**src/rtl/rvfi_bus_dmem_monitor.sv**
```systemverilog
// Passive in-order bus monitor: queues accepted requests and, on each response
// handshake, emits one registered RVFI_BUS record pairing the request with its response.
module rvfi_bus_dmem_monitor #(
    parameter int XLEN   = 32,
    parameter int BUSLEN = 32,
    parameter int DEPTH  = 4
) (
    input  logic                       clock,
    input  logic                       reset,
    input  logic                       req_valid,
    input  logic                       req_ready,
    input  logic                       req_data,
    input  logic [XLEN-1:0]            req_addr,
    input  logic [BUSLEN/8-1:0]        req_rmask,
    input  logic [BUSLEN/8-1:0]        req_wmask,
    input  logic [BUSLEN-1:0]          req_wdata,
    input  logic                       rsp_valid,
    input  logic                       rsp_ready,
    input  logic [BUSLEN-1:0]          rsp_rdata,
    input  logic                       rsp_fault,
    output logic                       rvfi_bus_valid,
    output logic                       rvfi_bus_insn,
    output logic                       rvfi_bus_data,
    output logic                       rvfi_bus_fault,
    output logic [XLEN-1:0]            rvfi_bus_addr,
    output logic [BUSLEN/8-1:0]        rvfi_bus_rmask,
    output logic [BUSLEN/8-1:0]        rvfi_bus_wmask,
    output logic [BUSLEN-1:0]          rvfi_bus_rdata,
    output logic [BUSLEN-1:0]          rvfi_bus_wdata,
    output logic [$clog2(DEPTH+1)-1:0] pending,
    output logic                       err_overflow,
    output logic                       err_orphan
);
    localparam int MW = BUSLEN / 8;
    localparam int AW = $clog2(DEPTH);
    localparam int PW = $clog2(DEPTH + 1);

    logic [XLEN-1:0]   addr_mem  [DEPTH];
    logic [MW-1:0]     rmask_mem [DEPTH];
    logic [MW-1:0]     wmask_mem [DEPTH];
    logic [BUSLEN-1:0] wdata_mem [DEPTH];
    logic              data_mem  [DEPTH];

    logic [AW-1:0] wr_ptr_reg, wr_ptr_next;
    logic [AW-1:0] rd_ptr_reg, rd_ptr_next;
    logic [PW-1:0] pending_reg, pending_next;
    logic          overflow_reg, overflow_next;
    logic          orphan_reg, orphan_next;

    logic              valid_reg, insn_reg, data_reg, fault_reg;
    logic [XLEN-1:0]   addr_reg;
    logic [MW-1:0]     rmask_reg, wmask_reg;
    logic [BUSLEN-1:0] rdata_reg, wdata_reg;

    logic req_fire, rsp_fire, fifo_full, fifo_empty, push_ok, pop_ok;

    assign req_fire   = req_valid && req_ready;
    assign rsp_fire   = rsp_valid && rsp_ready;
    assign fifo_full  = (pending_reg == PW'(DEPTH));
    assign fifo_empty = (pending_reg == '0);
    assign pop_ok     = rsp_fire && !fifo_empty;
    // A full FIFO still accepts a push when the head leaves in the same cycle.
    assign push_ok    = req_fire && (!fifo_full || pop_ok);

    always_comb begin
        wr_ptr_next   = wr_ptr_reg;
        rd_ptr_next   = rd_ptr_reg;
        pending_next  = pending_reg;
        overflow_next = overflow_reg || (req_fire && !push_ok);
        orphan_next   = orphan_reg || (rsp_fire && fifo_empty);
        if (push_ok) begin
            wr_ptr_next = wr_ptr_reg + AW'(1);
        end
        if (pop_ok) begin
            rd_ptr_next = rd_ptr_reg + AW'(1);
        end
        if (push_ok && !pop_ok) begin
            pending_next = pending_reg + PW'(1);
        end else if (pop_ok && !push_ok) begin
            pending_next = pending_reg - PW'(1);
        end
    end

    // Payload storage carries no reset: occupancy alone decides what is live.
    always_ff @(posedge clock) begin
        if (push_ok) begin
            addr_mem[wr_ptr_reg]  <= req_addr;
            rmask_mem[wr_ptr_reg] <= req_rmask;
            wmask_mem[wr_ptr_reg] <= req_wmask;
            wdata_mem[wr_ptr_reg] <= req_wdata;
            data_mem[wr_ptr_reg]  <= req_data;
        end
    end

    always_ff @(posedge clock or negedge reset) begin
        if (!reset) begin
            wr_ptr_reg   <= '0;
            rd_ptr_reg   <= '0;
            pending_reg  <= '0;
            overflow_reg <= 1'b0;
            orphan_reg   <= 1'b0;
        end else begin
            wr_ptr_reg   <= wr_ptr_next;
            rd_ptr_reg   <= rd_ptr_next;
            pending_reg  <= pending_next;
            overflow_reg <= overflow_next;
            orphan_reg   <= orphan_next;
        end
    end

    always_ff @(posedge clock or negedge reset) begin
        if (!reset) begin
            valid_reg <= 1'b0;
            insn_reg  <= 1'b0;
            data_reg  <= 1'b0;
            fault_reg <= 1'b0;
            addr_reg  <= '0;
            rmask_reg <= '0;
            wmask_reg <= '0;
            rdata_reg <= '0;
            wdata_reg <= '0;
        end else begin
            valid_reg <= pop_ok;
            if (pop_ok) begin
                insn_reg  <= !data_mem[rd_ptr_reg];
                data_reg  <= data_mem[rd_ptr_reg];
                fault_reg <= rsp_fault;
                addr_reg  <= addr_mem[rd_ptr_reg];
                rmask_reg <= rmask_mem[rd_ptr_reg];
                wmask_reg <= wmask_mem[rd_ptr_reg];
                rdata_reg <= rsp_rdata;
                wdata_reg <= wdata_mem[rd_ptr_reg];
            end
        end
    end

    assign rvfi_bus_valid = valid_reg;
    assign rvfi_bus_insn  = insn_reg;
    assign rvfi_bus_data  = data_reg;
    assign rvfi_bus_fault = fault_reg;
    assign rvfi_bus_addr  = addr_reg;
    assign rvfi_bus_rmask = rmask_reg;
    assign rvfi_bus_wmask = wmask_reg;
    assign rvfi_bus_rdata = rdata_reg;
    assign rvfi_bus_wdata = wdata_reg;
    assign pending        = pending_reg;
    assign err_overflow   = overflow_reg;
    assign err_orphan     = orphan_reg;

endmodule

```
**config.mk**
```make
export PLATFORM = sky130hd
export DESIGN_NAME = rvfi_bus_dmem_monitor
export DESIGN_NICKNAME = d
export VERILOG_FILES = /design/src/rtl/rvfi_bus_dmem_monitor.sv
export SDC_FILE = /design/constraint.sdc
export NUM_CORES = 1
export LEC_CHECK = 0
export ABC_CLOCK_PERIOD_IN_PS = 3600
export BUFFER_PORTS_ARGS = -buffer_cell sky130_fd_sc_hd__buf_2
export CAP_MARGIN = 10
export CELL_PAD_IN_SITES_DETAIL_PLACEMENT = 1
export CELL_PAD_IN_SITES_GLOBAL_PLACEMENT = 1
export CORE_MARGIN = 2
export CORE_UTILIZATION = 50
export CTS_BUF_LIST = sky130_fd_sc_hd__clkbuf_8
export DETAILED_ROUTE_END_ITERATION = 10
export HOLD_SLACK_MARGIN = 0.03
export PLACE_DENSITY = 0.91
export SETUP_SLACK_MARGIN = 0.1
export SYNTH_ARGS = -nofsm -noshare
export SYNTH_HDL_FRONTEND = slang
export SYNTH_SLANG_ARGS = --single-unit
```
**constraint.sdc**
```tcl
create_clock -name clock -period 3.6 [get_ports clock]
set_clock_uncertainty 0.2 [all_clocks]
set_input_delay 0.36 -clock clock [delete_from_list [all_inputs] [get_ports clock]]
set_output_delay 0.36 -clock clock [all_outputs]
set_load 0.03 [all_outputs]
```
# Word level (Yosys, flattened, before mapping)
# Memories as Yosys holds them, arrays and structs flattened. A register that Yosys moved wholly into a read port is not among the register bits.
# Index checks and enable logic that the tools add are counted.
[totals] latch_bits=0 in_bits=112 memories=5 ff_bits=45 wordCells=46 romBits=0 ram_bits=292
[memory_table] memory="addr_mem" depth=4 width=32 rd=1 rd_clocked_by_memory_dff=1 write_ports=1 line="38" source="logic [XLEN-1:0] addr_mem [DEPTH];"
[memory_table] memory="wdata_mem" depth=4 width=32 rd=1 rd_clocked_by_memory_dff=1 write_ports=1 line="41" source="logic [BUSLEN-1:0] wdata_mem [DEPTH];"
[memory_table] memory="rmask_mem" depth=4 width=4 rd=1 rd_clocked_by_memory_dff=1 write_ports=1 line="39" source="logic [MW-1:0] rmask_mem [DEPTH];"
[memory_table] memory="wmask_mem" depth=4 width=4 rd=1 rd_clocked_by_memory_dff=1 write_ports=1 line="40" source="logic [MW-1:0] wmask_mem [DEPTH];"
[memory_table] memory="data_mem" depth=4 width=1 rd=1 rd_clocked_by_memory_dff=0 write_ports=1 line="42" source="logic data_mem [DEPTH];"
[classes] reduce_logical=22 bitwise_logic=0 div=0 n_mux=4 magnitude_cmp=0 n_mul=0 n_addsub=4 shifts=0 n_eq_ne=1
[op_table] cell="$logic_not A1 Y1" count=9
[op_table] cell="$logic_and A1 B1 Y1" count=8
[op_table] cell="$mux W3" count=2
[op_table] cell="$add A2 B1 Y2 const B" count=2
[op_table] cell="$add A3 B1 Y3 const B" count=1
[op_table] cell="$eq A3 B3 Y1 const B" count=1
[op_table] cell="$logic_not A3 Y1" count=1
[op_table] cell="$logic_or A1 B1 Y1" count=3
[op_table] cell="$sub A3 B1 Y3 const B" count=1
[op_table] cell="$mux W1" count=2
[op_table] cell="$reduce_bool A2 Y1" count=1

# Logic depth before layout (Yosys ltp)
[depth] depth_word=9 mapped_depth=9 mapped_depth_nobuf=8

# Least setup slack after synthesis
# OpenSTA, ideal clock, no wires.
[synth_path] kind="register to register" from="register pending_reg[0] (netlist: pending[0])" to="memory addr_mem[2][0] (enable)" slack_ns=0.057 t_required_ns=2.961 path_stages_with_launch=4 arrival_ns=2.904 synth_period_minus_slack_ns=3.543 path_buffers=0 path_cell_list="dfrtp_1 nor2_1 a31oi_1 and2_1"
[synth_via] elab_chain_cells=7 elab_cells_between_ends=9 cone_classes="eq/ne: 1; mux: 2; reduce/logical: 6"
[synth_rtl] element="from (decl)" line="46" source="logic [PW-1:0] pending_reg, pending_next;"
[synth_rtl] element="from (signal assigned)" line="105" source="pending_reg <= pending_next;"
[synth_rtl] element="$logic_not A3 Y1" line="60" source="assign fifo_empty = (pending_reg == '0);"
[synth_rtl] element="$logic_not A1 Y1" line="61" source="assign pop_ok = rsp_fire && !fifo_empty;"
[synth_rtl] element="$logic_and A1 B1 Y1" line="61"
[synth_rtl] element="$logic_or A1 B1 Y1 (*)" line="63" source="assign push_ok = req_fire && (!fifo_full || pop_ok);"
[synth_rtl] element="$logic_and A1 B1 Y1 (*)" line="63"
[synth_rtl] element="named net push_ok" line="55" source="logic req_fire, rsp_fire, fifo_full, fifo_empty, push_ok, pop_ok;"
[synth_rtl] element="$mux W1 (*)" line="86" source="if (push_ok) begin"
[synth_rtl] element="$mux W1 (not written as such) (*)" line="87" source="addr_mem[wr_ptr_reg] <= req_addr;"
[synth_rtl] element="to (decl)" line="38"
# Mark *: on every way through the listed nets, which the timed path passes. The rest lies on a longest branch.

# Final worst setup path
[layout_path] from="register pending_reg[0] (netlist: pending[0])" to="register pending_reg[2] (netlist: pending[2])"
[layout_via] elab_chain_cells=8 elab_cells_between_ends=16 cone_classes="add/sub: 2; eq/ne: 1; mux: 2; reduce/logical: 11"
[layout_rtl] element="branches (longest 8 deep; another with $sub A3 B1 Y3)"
# Parallel ways; which one is timed is not known. The select of a mux whose other input is x is not followed.
# A chain may end at the register's enable or synchronous reset.

==> impl_metrics.ini <==
[run_status]
status = complete, no violations

[critical_path]
worstPathRequired_ps = 3910
worstSetupStartpointType = flip-flop
r2r_start = pending[0]
crit_path_frequent_cell = xor2_1
arrival_ps = 2810
startpoint = pending[0]
worst_setup_path_end_kind = flip-flop
path_max_fanout = 8
crit_type = flip-flop to flip-flop
r2r-end = pending[2]
reg2regPathDepth = 7
cpPeakStageDelay_ps = 560
crit_path_top_delay_cell = o311ai_4
r2r_setup_slack_ps = 1100
crit_chain = o311ai_4 > ha_1 > inv_1 > fa_1 > xor2_1 > nor2_1 > xor2_1

[yosys]
syn_nets = 991
synth_cell_type_count = 23
ys_seq_elements = 409
synth-compound-area-share_pct = 0.258
synth_xor_area_share_pct = 0.349
ys.flop_type = edfxtp_1
syn_inst = 873
synthMuxAreaShare_pct = 11.1
synth_top_cell_area_share_pct = 58.3
synth_area_mm2 = 0.0150
yosysMostFrequentCell = nand2_1
avgSynthCellArea_um2 = 17.2
synthTopCellsByArea = edfxtp_1 (58%), dfrtp_1 (19%), mux4_2 (11%)
synth_adder_area_share_pct = 0.549
synth_edf_count = 292
seq_area_frac_synth_pct = 77.8
yosysTopAreaCell = edfxtp_1
ys_warn_count = 0
synth-simple-area-share_pct = 8.26
ys_async_sr_fraction_pct = 28.6
synthTopCellsByCount = nand2_1 (321), edfxtp_1 (292), dfrtp_1 (117)
synth_top_family_by_area = multiplexers

[global_route]
grt_first_pass_wirelength_mm = 61.2
antenna_found_initial = 3
first_global_vias = 10344
grt-ovfl-total = 0
track_usage_pct = 26.1
grt_max_degree = 77

[die]
start_util_pct = 50.7
die_width_um = 177
core_mm2 = 0.0296
ios = 225
dieArea_mm2 = 0.0315
die_h_um = 177
rows = 63

[detailed_routing]
vias = 9114
vias_per_cell = 5.34
drt_iter0_drc = 478
finalWirelength_mm = 40.9
firstDrtPassIters = 5
drc = 0
route.antenna.remaining_nets = 0
avgRoutedWirePerCell_um = 24.0

[placement]
port_buffers = 224
gp_congestion = 0.744
detailed_place_hpwl_mm = 22.2
dp_cells = 1467

[power]
power_density_mw_per_mm2 = 801
ir_drop_uv = 416
p_leak_nw = 7.90
finalPower_mw = 15.4

[sta]
rsz0062_at_grt = false
relSlewSlack_pct = 38.2
fin_crit_sh_pct = 69.4
min_period_ps = 2500
setup_viol = 0
holdWs_ps = 144
tightest_slew_ps = 927
fin_setup_tns_ps = 0
slew_viol_final = 0
timing.fmax_mhz = 400
hold_violations = 0

[clocking]
clkTransAtPathRegs_ps = 60
htree_num_levels = 3
cts_tree = built
clkLatencyLatePin_ps = 590
cts_buffers = 68
post_cts_buffers = 0
clock-sinks = 409
clk_path_buf_depth = 3
root_buffer = clkbuf_8

[final_layout]
reg.largest.list = addr_mem x128, wdata_mem x128
drive_gt1_share_pct = 31.7
area_delta_synth_final_pct = 27.6
instances_no_fill = 1706
fin_util_pct = 64.7
nFillCells = 2681
nets = 1378

[hold_path]
hp-class = primary input to async pin

[flow_run]
drv_cap = 0
-- worst max path at each step --
stage               depth (start not counted)              to
floorplan                                   3  addr_mem[0][0]
global placement                            7      pending[2]
detailed placement                          7      pending[2]
CTS                                         7      pending[2]
global route                                7      pending[2]
finish                                      7      pending[2]
-- worst max-delay path: cells and delay by family (launching register included) --
kind,cells,cell delay (ps)
adder cells (fa/ha/maj),2,680
AO/OA/AOI/OAI,1,560
flip-flops,1,470
XOR/XNOR,2,310
AND/OR/NAND/NOR,1,130
buffers and inverters,1,80
-- through the flow --
| step | area (µm²) | setup slack [ps] |
|---|---|---|
| final | 19200 | 1100 |
| after global placement | 16700 | 1250 |
| after CTS | 19200 | 1100 |
| after detailed placement | 16700 | 1110 |
| after global routing | 19200 | 932 |
| after floorplan | 15000 | 838 |
-- power by group --
group	switching [mW]	internal, mW	leakage (nW)
Clock	1.93	2.29	0.792
Combinational	2.72	1.67	3.02
Sequential	0.749	6.01	4.09
Total	5.40	9.97	7.90
-- metal layers --
| layer | vias to the layer above | global-route usage (%) | share of wire [%] |
|---|---|---|---|
| li1 | 3946 | - | - |
| met1 | 4716 | 31.0 | 38 |
| met2 | 355 | 46.0 | 53 |
| met3 | 95 | 6.04 | 6.4 |
| met4 | 2 | 10.7 | 3.1 |
| met5 | - | 0 | 0.032 |
-- layout by cell type (no fill, tap or decap), types with 2 or more instances in the layout --
master	count
and2_4	4
buf_12	5
buf_2	223
buf_4	14
bufinv_16	4
clkbuf_8	78
clkinv_1	10
clkinv_2	3
dfrtp_1	115
dfrtp_4	2
diode_2	3
dlygate4sd3_1	113
edfxtp_1	292
ha_1	5
inv_1	27
inv_8	3
mux2_2	2
mux4_2	73
nand2_1	321
nor2_1	2
xnor2_1	4
xor2_1	2
-- area by class of cell --
| type | count | area (µm²) | share of cell area (%) |
|---|---|---|---|
| Clock buffer | 78 | 1070 | 5.60 |
| Inverter | 5 | 21.3 | 0.111 |
| Sequential cell | 409 | 11700 | 61.0 |
| Tap cell | 390 | 488 | 2.54 |
| Antenna cell | 3 | 7.51 | 0.0391 |
| Timing Repair Buffer | 356 | 2460 | 12.8 |
| Clock inverter | 45 | 317 | 1.65 |
| Multi-Input combinational cell | 420 | 3110 | 16.2 |
-- kinds of logic after synthesis --
family,after synthesis
multiplexers,75
adder cells (fa/ha/maj),6
AND/OR/NAND/NOR,328
flip-flops,409
buffers and inverters,44
AO/OA/AOI/OAI,5
XOR/XNOR,6
-- what timing repair did --
| action | 4_1_cts | 5_1_grt |
|---|---|---|
| resized for setup | 0 | 0 |
| endpoints found under the setup margin | 0 | 0 |
| endpoints found under the hold margin | 391 | 0 |
| hold buffers | 113 | 0 |
(Power assumes the default switching activity.)
